### src/rtl/uart_pkg.sv
// Shared encodings and helpers for the FIFO-buffered UART transmitter.
package uart_pkg;
  localparam int PAR_NONE = 0;
  localparam int PAR_ODD  = 1;
  localparam int PAR_EVEN = 2;

  typedef enum logic [2:0] {IDLE, START, DATA, PAR, STOP} tx_state_e;

  function automatic int calc_div(input int clk_hz, input int baud);
    return (clk_hz + baud / 2) / baud;
  endfunction

  function automatic int frame_len(input int div, input int data_bits,
                                   input int parity, input int stop_bits);
    return div * (1 + data_bits + ((parity != PAR_NONE) ? 1 : 0) + stop_bits);
  endfunction
endpackage

### src/rtl/uart_tx_fifo_sync_fifo.sv
// Circular-buffer FIFO with occupancy count; head entry is readable without a pop.
module sync_fifo #(
  parameter int WIDTH = 8,
  parameter int DEPTH = 16,
  localparam int AW = $clog2(DEPTH)
) (
  input  logic           clk_i,
  input  logic           rst_i,
  input  logic           push_i,
  input  logic [WIDTH-1:0] wdata_i,
  input  logic           pop_i,
  output logic [WIDTH-1:0] rdata_o,
  output logic [AW:0]    count_o,
  output logic           full_o,
  output logic           empty_o
);
  logic [WIDTH-1:0] mem_q [DEPTH];
  logic [AW-1:0]    wr_ptr_q, wr_ptr_d, rd_ptr_q, rd_ptr_d;
  logic [AW:0]      count_q, count_d;
  logic             do_push, do_pop;

  assign full_o  = (count_q == (AW+1)'(DEPTH));
  assign empty_o = (count_q == '0);
  assign count_o = count_q;
  assign rdata_o = mem_q[rd_ptr_q];
  assign do_push = push_i & ~full_o;
  assign do_pop  = pop_i & ~empty_o;

  always_comb begin
    wr_ptr_d = wr_ptr_q;
    rd_ptr_d = rd_ptr_q;
    count_d  = count_q;
    // Power-of-two depth lets the pointers wrap by natural overflow.
    if (do_push) wr_ptr_d = wr_ptr_q + 1'b1;
    if (do_pop)  rd_ptr_d = rd_ptr_q + 1'b1;
    case ({do_push, do_pop})
      2'b10:   count_d = count_q + 1'b1;
      2'b01:   count_d = count_q - 1'b1;
      default: count_d = count_q;
    endcase
  end

  always_ff @(posedge clk_i) begin
    if (rst_i) begin
      wr_ptr_q <= '0;
      rd_ptr_q <= '0;
      count_q  <= '0;
    end else begin
      wr_ptr_q <= wr_ptr_d;
      rd_ptr_q <= rd_ptr_d;
      count_q  <= count_d;
    end
  end

  always_ff @(posedge clk_i) begin
    if (do_push) mem_q[wr_ptr_q] <= wdata_i;
  end
endmodule

### src/rtl/uart_tx_fifo.sv
// UART transmitter fed from a transmit FIFO; back-to-back frames with no idle gap.
module uart_tx_fifo
  import uart_pkg::*;
#(
  parameter int CLK_HZ     = 50000000,
  parameter int BAUD       = 115200,
  parameter int DATA_BITS  = 8,
  parameter int PARITY     = 0,
  parameter int STOP_BITS  = 1,
  parameter int FIFO_DEPTH = 16
) (
  input  logic                          CLOCK_50,
  input  logic                          RESET,
  input  logic [DATA_BITS-1:0]          tx_data,
  input  logic                          tx_valid,
  output logic                          tx_ready,
  output logic [$clog2(FIFO_DEPTH):0]   fifo_count,
  output logic                          tx_busy,
  output logic                          UART_TXD
);
  localparam int DIV = calc_div(CLK_HZ, BAUD);
  localparam int CW  = $clog2(DIV);

  tx_state_e            state_q, state_d;
  logic [CW-1:0]        baud_q, baud_d;
  logic [3:0]           bit_q, bit_d;
  logic [DATA_BITS-1:0] shift_q, shift_d;
  logic                 par_q, par_d;
  logic                 txd_q, txd_d;
  logic                 pop, full, empty, last, load;
  logic [DATA_BITS-1:0] head;

  sync_fifo #(.WIDTH(DATA_BITS), .DEPTH(FIFO_DEPTH)) u_fifo (
    .clk_i   (CLOCK_50),
    .rst_i   (RESET),
    .push_i  (tx_valid),
    .wdata_i (tx_data),
    .pop_i   (pop),
    .rdata_o (head),
    .count_o (fifo_count),
    .full_o  (full),
    .empty_o (empty)
  );

  assign tx_ready = ~full;
  assign tx_busy  = (state_q != IDLE);
  assign UART_TXD = txd_q;
  assign last     = (baud_q == CW'(DIV - 1));

  always_comb begin
    state_d = state_q;
    baud_d  = baud_q;
    bit_d   = bit_q;
    shift_d = shift_q;
    par_d   = par_q;
    txd_d   = txd_q;
    load    = 1'b0;
    if (state_q != IDLE) baud_d = last ? '0 : baud_q + 1'b1;
    case (state_q)
      IDLE:  load = ~empty;
      START: if (last) begin
        state_d = DATA;
        txd_d   = shift_q[0];
        bit_d   = '0;
      end
      DATA: if (last) begin
        if (bit_q == 4'(DATA_BITS - 1)) begin
          bit_d = '0;
          if (PARITY != PAR_NONE) begin
            state_d = PAR;
            txd_d   = par_q;
          end else begin
            state_d = STOP;
            txd_d   = 1'b1;
          end
        end else begin
          bit_d   = bit_q + 1'b1;
          shift_d = shift_q >> 1;
          txd_d   = shift_q[1];
        end
      end
      PAR: if (last) begin
        state_d = STOP;
        txd_d   = 1'b1;
        bit_d   = '0;
      end
      STOP: if (last) begin
        if (bit_q == 4'(STOP_BITS - 1)) begin
          state_d = IDLE;
          load    = ~empty;
        end else begin
          bit_d = bit_q + 1'b1;
        end
      end
      default: state_d = IDLE;
    endcase
    // Frame load is shared by the idle start and the zero-gap restart out of STOP.
    if (load) begin
      state_d = START;
      shift_d = head;
      par_d   = (^head) ^ (PARITY == PAR_ODD);
      txd_d   = 1'b0;
      baud_d  = '0;
      bit_d   = '0;
    end
    pop = load;
  end

  always_ff @(posedge CLOCK_50) begin
    if (RESET) begin
      state_q <= IDLE;
      baud_q  <= '0;
      bit_q   <= '0;
      shift_q <= '0;
      par_q   <= 1'b0;
      txd_q   <= 1'b1;
    end else begin
      state_q <= state_d;
      baud_q  <= baud_d;
      bit_q   <= bit_d;
      shift_q <= shift_d;
      par_q   <= par_d;
      txd_q   <= txd_d;
    end
  end
endmodule

### config.mk
export PLATFORM = sky130hd
export DESIGN_NAME = uart_tx_fifo
export DESIGN_NICKNAME = d
export VERILOG_FILES = /design/src/rtl/uart_pkg.sv /design/src/rtl/uart_tx_fifo_sync_fifo.sv /design/src/rtl/uart_tx_fifo.sv
export SDC_FILE = /design/constraint.sdc
export NUM_CORES = 1
export LEC_CHECK = 0
export BUFFER_PORTS_ARGS = -buffer_cell sky130_fd_sc_hd__buf_4
export CAP_MARGIN = 10
export CORE_MARGIN = 1.5
export CORE_UTILIZATION = 42
export DETAILED_ROUTE_END_ITERATION = 6
export GPL_TIMING_DRIVEN = 0
export SKIP_LAST_GASP = 1
export SYNTH_ARGS = -nofsm -noshare
export SYNTH_HDL_FRONTEND = slang
export SYNTH_SLANG_ARGS = --single-unit
### constraint.sdc
create_clock -name CLOCK_50 -period 3.95 [get_ports CLOCK_50]
set_input_delay 0.79 -clock CLOCK_50 [delete_from_list [all_inputs] [get_ports CLOCK_50]]
set_output_delay 0.79 -clock CLOCK_50 [all_outputs]
set_load 0.01 [all_outputs]
==> impl_metrics.json <==
{
  "fin_crit_sh_pct": 94.4,
  "critical_path_required_ns": 4.25,
  "detailroute.via_count": 4028,
  "hold_path.startpoint": "shift_q[7]$_SDFFE_PP0P_",
  "synth.ff_latch_count": 170,
  "tritoncts": "yes",
  "postCtsResizedCells": 2,
  "max-vdd-ir-drop_mv": 0.366,
  "synth_nets": 488,
  "critPathMaxFanout": 10,
  "drv.max_cap_violation_count": 0,
  "post_drt_wl_per_cell_um": 19.4,
  "clkTransAtPathRegs_ns": 0.07,
  "post-route-min-period_ns": 3.73,
  "cts_num_sinks": 170,
  "wl_met1_um": 6230,
  "dpl_cell_area_sq_mm": 0.00757,
  "report.final.slew_viol_count": 0,
  "r2r.worst_path.cells": 16,
  "antennaDiodeCount": 0,
  "final_area_sq_mm": 0.00819,
  "post_cts_buffers": 0,
  "crit_arrival_ns": 4.03,
  "grtUsageTotal_pct": 17.3,
  "routabilityCongestion": 0.791,
  "synth.yosys.seq_area_share_pct": 65.6,
  "synth_enable_flop_cells": 128,
  "cts_made_buffers": 17,
  "result_of_the_run": "completed",
  "grt_remaining_overflow": 0,
  "dieArea_sq_mm": 0.0178,
  "drt_first_iter_violations": 392,
  "first_global_vias": 4105,
  "async_reset_ff_share_pct": 0,
  "drive_gt1_share_pct": 22.8,
  "timing.max_slew.rel_slack_pct": 31.1,
  "flow.area_growth_from_synthesis_pct": 14.7,
  "largest_net_degree_at_the_start_of_global_routing": 18,
  "wl_met3_um": 523,
  "postSynthAreaPerCell_sq_um": 15.4,
  "initial_antenna_violation_count": 0,
  "finalHoldViolCount": 0,
  "fmax_mhz": 268,
  "io_pins": 19,
  "fin_hold_ws_ns": 0.479,
  "core.rowCount": 47,
  "drt_pass1_iterations": 4,
  "critical_path.startpoint_type": "flip-flop",
  "latest_clock_arrival_within_the_worst_skew_pair_ns": 0.43,
  "port_buffers": 18,
  "min_delay_worst_endpoint": "shift_q[7]$_SDFFE_PP0P_",
  "die_h_um": 133,
  "post-dp-hpwl_um": 9590,
  "yosysWarnings": 0,
  "drt_drc_violations_left": 0,
  "die_width_um": 133,
  "critPathCaptureType": "flip-flop",
  "syn_inst": 465,
  "nNetsFinal": 528,
  "detailroute.wirelength.met2_um": 7400,
  "floorplan.initialDensity_pct": 43.1,
  "grt_pass1_wl_um": 22800,
  "ctsRootBufferMaster": "clkbuf_16",
  "standby_leakage_power_nw": 2.69,
  "fin_worst_skew_ns": 0.0116,
  "finalWirelength_um": 14300,
  "r2r-start": "bit_q[0]$_SDFFE_PP0P_",
  "min_path_cells": 2,
  "detail_route.vias_per_cell": 5.46,
  "htree_num_levels": 4,
  "worstHoldPathType": "flip-flop to flip-flop",
  "cts.path.max_buffers": 2,
  "crit-reg2reg-capture": "u_fifo.count_o[4]$_SDFFE_PP0P_",
  "synth_flop_cell": "edfxtp_1",
  "ys_types": 61,
  "antenna_left": 0,
  "netlist_area_sq_mm": 0.00714,
  "hold_buffers": 0,
  "placeableCoreArea_sq_mm": 0.0166,
  "timing.final.setup_violations": 0,
  "cellPowerDensity_mw_per_mm2": 618,
  "top_layer_used": "met4",
  "worstSetupPathType": "flip-flop to flip-flop",
  "utilization_pct": 49.4,
  "worstMarginPinSlew_ns": 1.03,
  "ff2ff_setup_slack_ns": 0.22
}
==> cell usage after synthesis (3+ instances only) <==
| library cell | count | share of area (%) |
|---|---|---|
| mux4_2 | 38 | 12 |
| nor2_1 | 49 | 2.6 |
| xor2_1 | 9 | 1.1 |
| clkbuf_1 | 18 | 0.95 |
| a21oi_1 | 13 | 0.91 |
| nand4_1 | 3 | 0.26 |
| xnor2_1 | 7 | 0.86 |
| nand3b_1 | 3 | 0.32 |
| inv_1 | 9 | 0.47 |
| nand3_1 | 8 | 0.56 |
| ha_1 | 12 | 2.1 |
| nand2_1 | 20 | 1.1 |
| edfxtp_1 | 128 | 54 |
| nor4b_1 | 4 | 0.49 |
| nor2b_1 | 3 | 0.26 |
| nand2b_1 | 6 | 0.53 |
| dfxtp_1 | 42 | 12 |
| or3b_2 | 3 | 0.37 |
| mux2i_1 | 10 | 1.4 |
| a211oi_1 | 8 | 0.84 |
| a31oi_1 | 3 | 0.26 |
| buf_2 | 8 | 0.56 |
| nor3_1 | 8 | 0.56 |
| o21ai_0 | 4 | 0.28 |
| nor3b_1 | 4 | 0.42 |
==> final cells by class <==
class	count	area, sq um
fillers	1428	8390
flip-flops and latches	170	4680
multi-input cells	258	2340
clock buffers	18	429
well taps	220	275
clock inverters	14	159
repair buffers	21	150
plain buffers	27	115
inverters	10	37.5
==> cell families after synthesis <==
kind of cell	share of synthesized area [%]
AO/OA/AOI/OAI	5.10
flip-flops	65.6
XOR/XNOR	1.96
AND/OR/NAND/NOR	9.63
adder cells (fa/ha/maj)	2.10
multiplexers	13.5
buffers and inverters	2.08
==> sequential cells by signal, summed over array words and instances, names as in the netlist, named ones only <==
register	flops
shift_q	8
u_fifo.mem_q	128
UART_TXD	1
u_fifo.count_o	5
u_fifo.wr_ptr_q	4
baud_q	9
u_fifo.rd_ptr_q	4
bit_q	4
state_q	3
==> placed cells by master (no fill, tap or decap), types with 7 or more instances in the layout <==
master | netlist | layout
edfxtp_1 | 128 | 128
inv_1 | 9 | 9
xor2_1 | 9 | 9
dfxtp_1 | 42 | 42
nand3_1 | 8 | 8
nor3_1 | 8 | 7
buf_2 | 8 | 11
clkbuf_16 | 0 | 17
buf_4 | 0 | 18
nand2_1 | 20 | 20
xnor2_1 | 7 | 7
ha_1 | 12 | 10
clkbuf_1 | 18 | 18
nor2_1 | 49 | 49
mux2i_1 | 10 | 10
a211oi_1 | 8 | 7
a21oi_1 | 13 | 13
mux4_2 | 38 | 38
==> routing by layer <==
metal	up-vias	track usage [%]
li1	1880	-
met1	2067	22.3
met2	71	29.4
met3	10	3.54
met4	0	5.80
met5	-	0
==> worst max-delay path, cell delays in order (launching register included) <==
cell	delay, ns
dfxtp_1	0.35
inv_1	0.07
ha_1	0.14
or3b_2	0.46
o31a_1	0.35
or2_1	0.24
buf_2	0.17
inv_2	0.15
ha_2	0.27
clkbuf_4	0.22
xor2_1	0.16
ha_2	0.29
nor4b_4	0.07
o41a_1	0.12
a211oi_2	0.25
and4_4	0.25
nor3_2	0.03
==> report_power, final <==
group          total, mW  switching (mW)  internal (mW)
registers           2.12          0.0699           2.05
clock network       1.65           0.753          0.897
logic               1.29           0.702          0.591
total               5.06            1.53           3.54
==> stage by stage <==
stage / TNS (ns) / std cells / total power [mW] / setup slack, ns
3_5_place_dp: -0.141 / 706 / 3.43 / -0.141
3_3_place_gp: -0.0135 / 703 / 3.37 / -0.0135
2_1_floorplan: 0 / 465 / 3.06 / 0.448
4_1_cts: 0 / 738 / 5.08 / 0.0411
6_report: 0 / 738 / 5.06 / 0.219
5_1_grt: -0.00407 / 738 / 5.30 / -0.00407
==> worst max-delay path by stage <==
stage / start / end / slack (ns) / cells after the start
after detailed placement: bit_q[0]$_SDFFE_PP0P_ / u_fifo.count_o[4]$_SDFFE_PP0P_ / -0.14 / 16
after global placement: bit_q[0]$_SDFFE_PP0P_ / u_fifo.count_o[4]$_SDFFE_PP0P_ / -0.01 / 16
final: bit_q[0]$_SDFFE_PP0P_ / u_fifo.count_o[4]$_SDFFE_PP0P_ / 0.22 / 16
after floorplan: bit_q[0]$_SDFFE_PP0P_ / u_fifo.count_o[4]$_SDFFE_PP0P_ / 0.45 / 16
after CTS: bit_q[0]$_SDFFE_PP0P_ / u_fifo.count_o[4]$_SDFFE_PP0P_ / 0.04 / 16
after global routing: bit_q[0]$_SDFFE_PP0P_ / u_fifo.count_o[4]$_SDFFE_PP0P_ / -0.004 / 16
(Power assumes the default switching activity.)
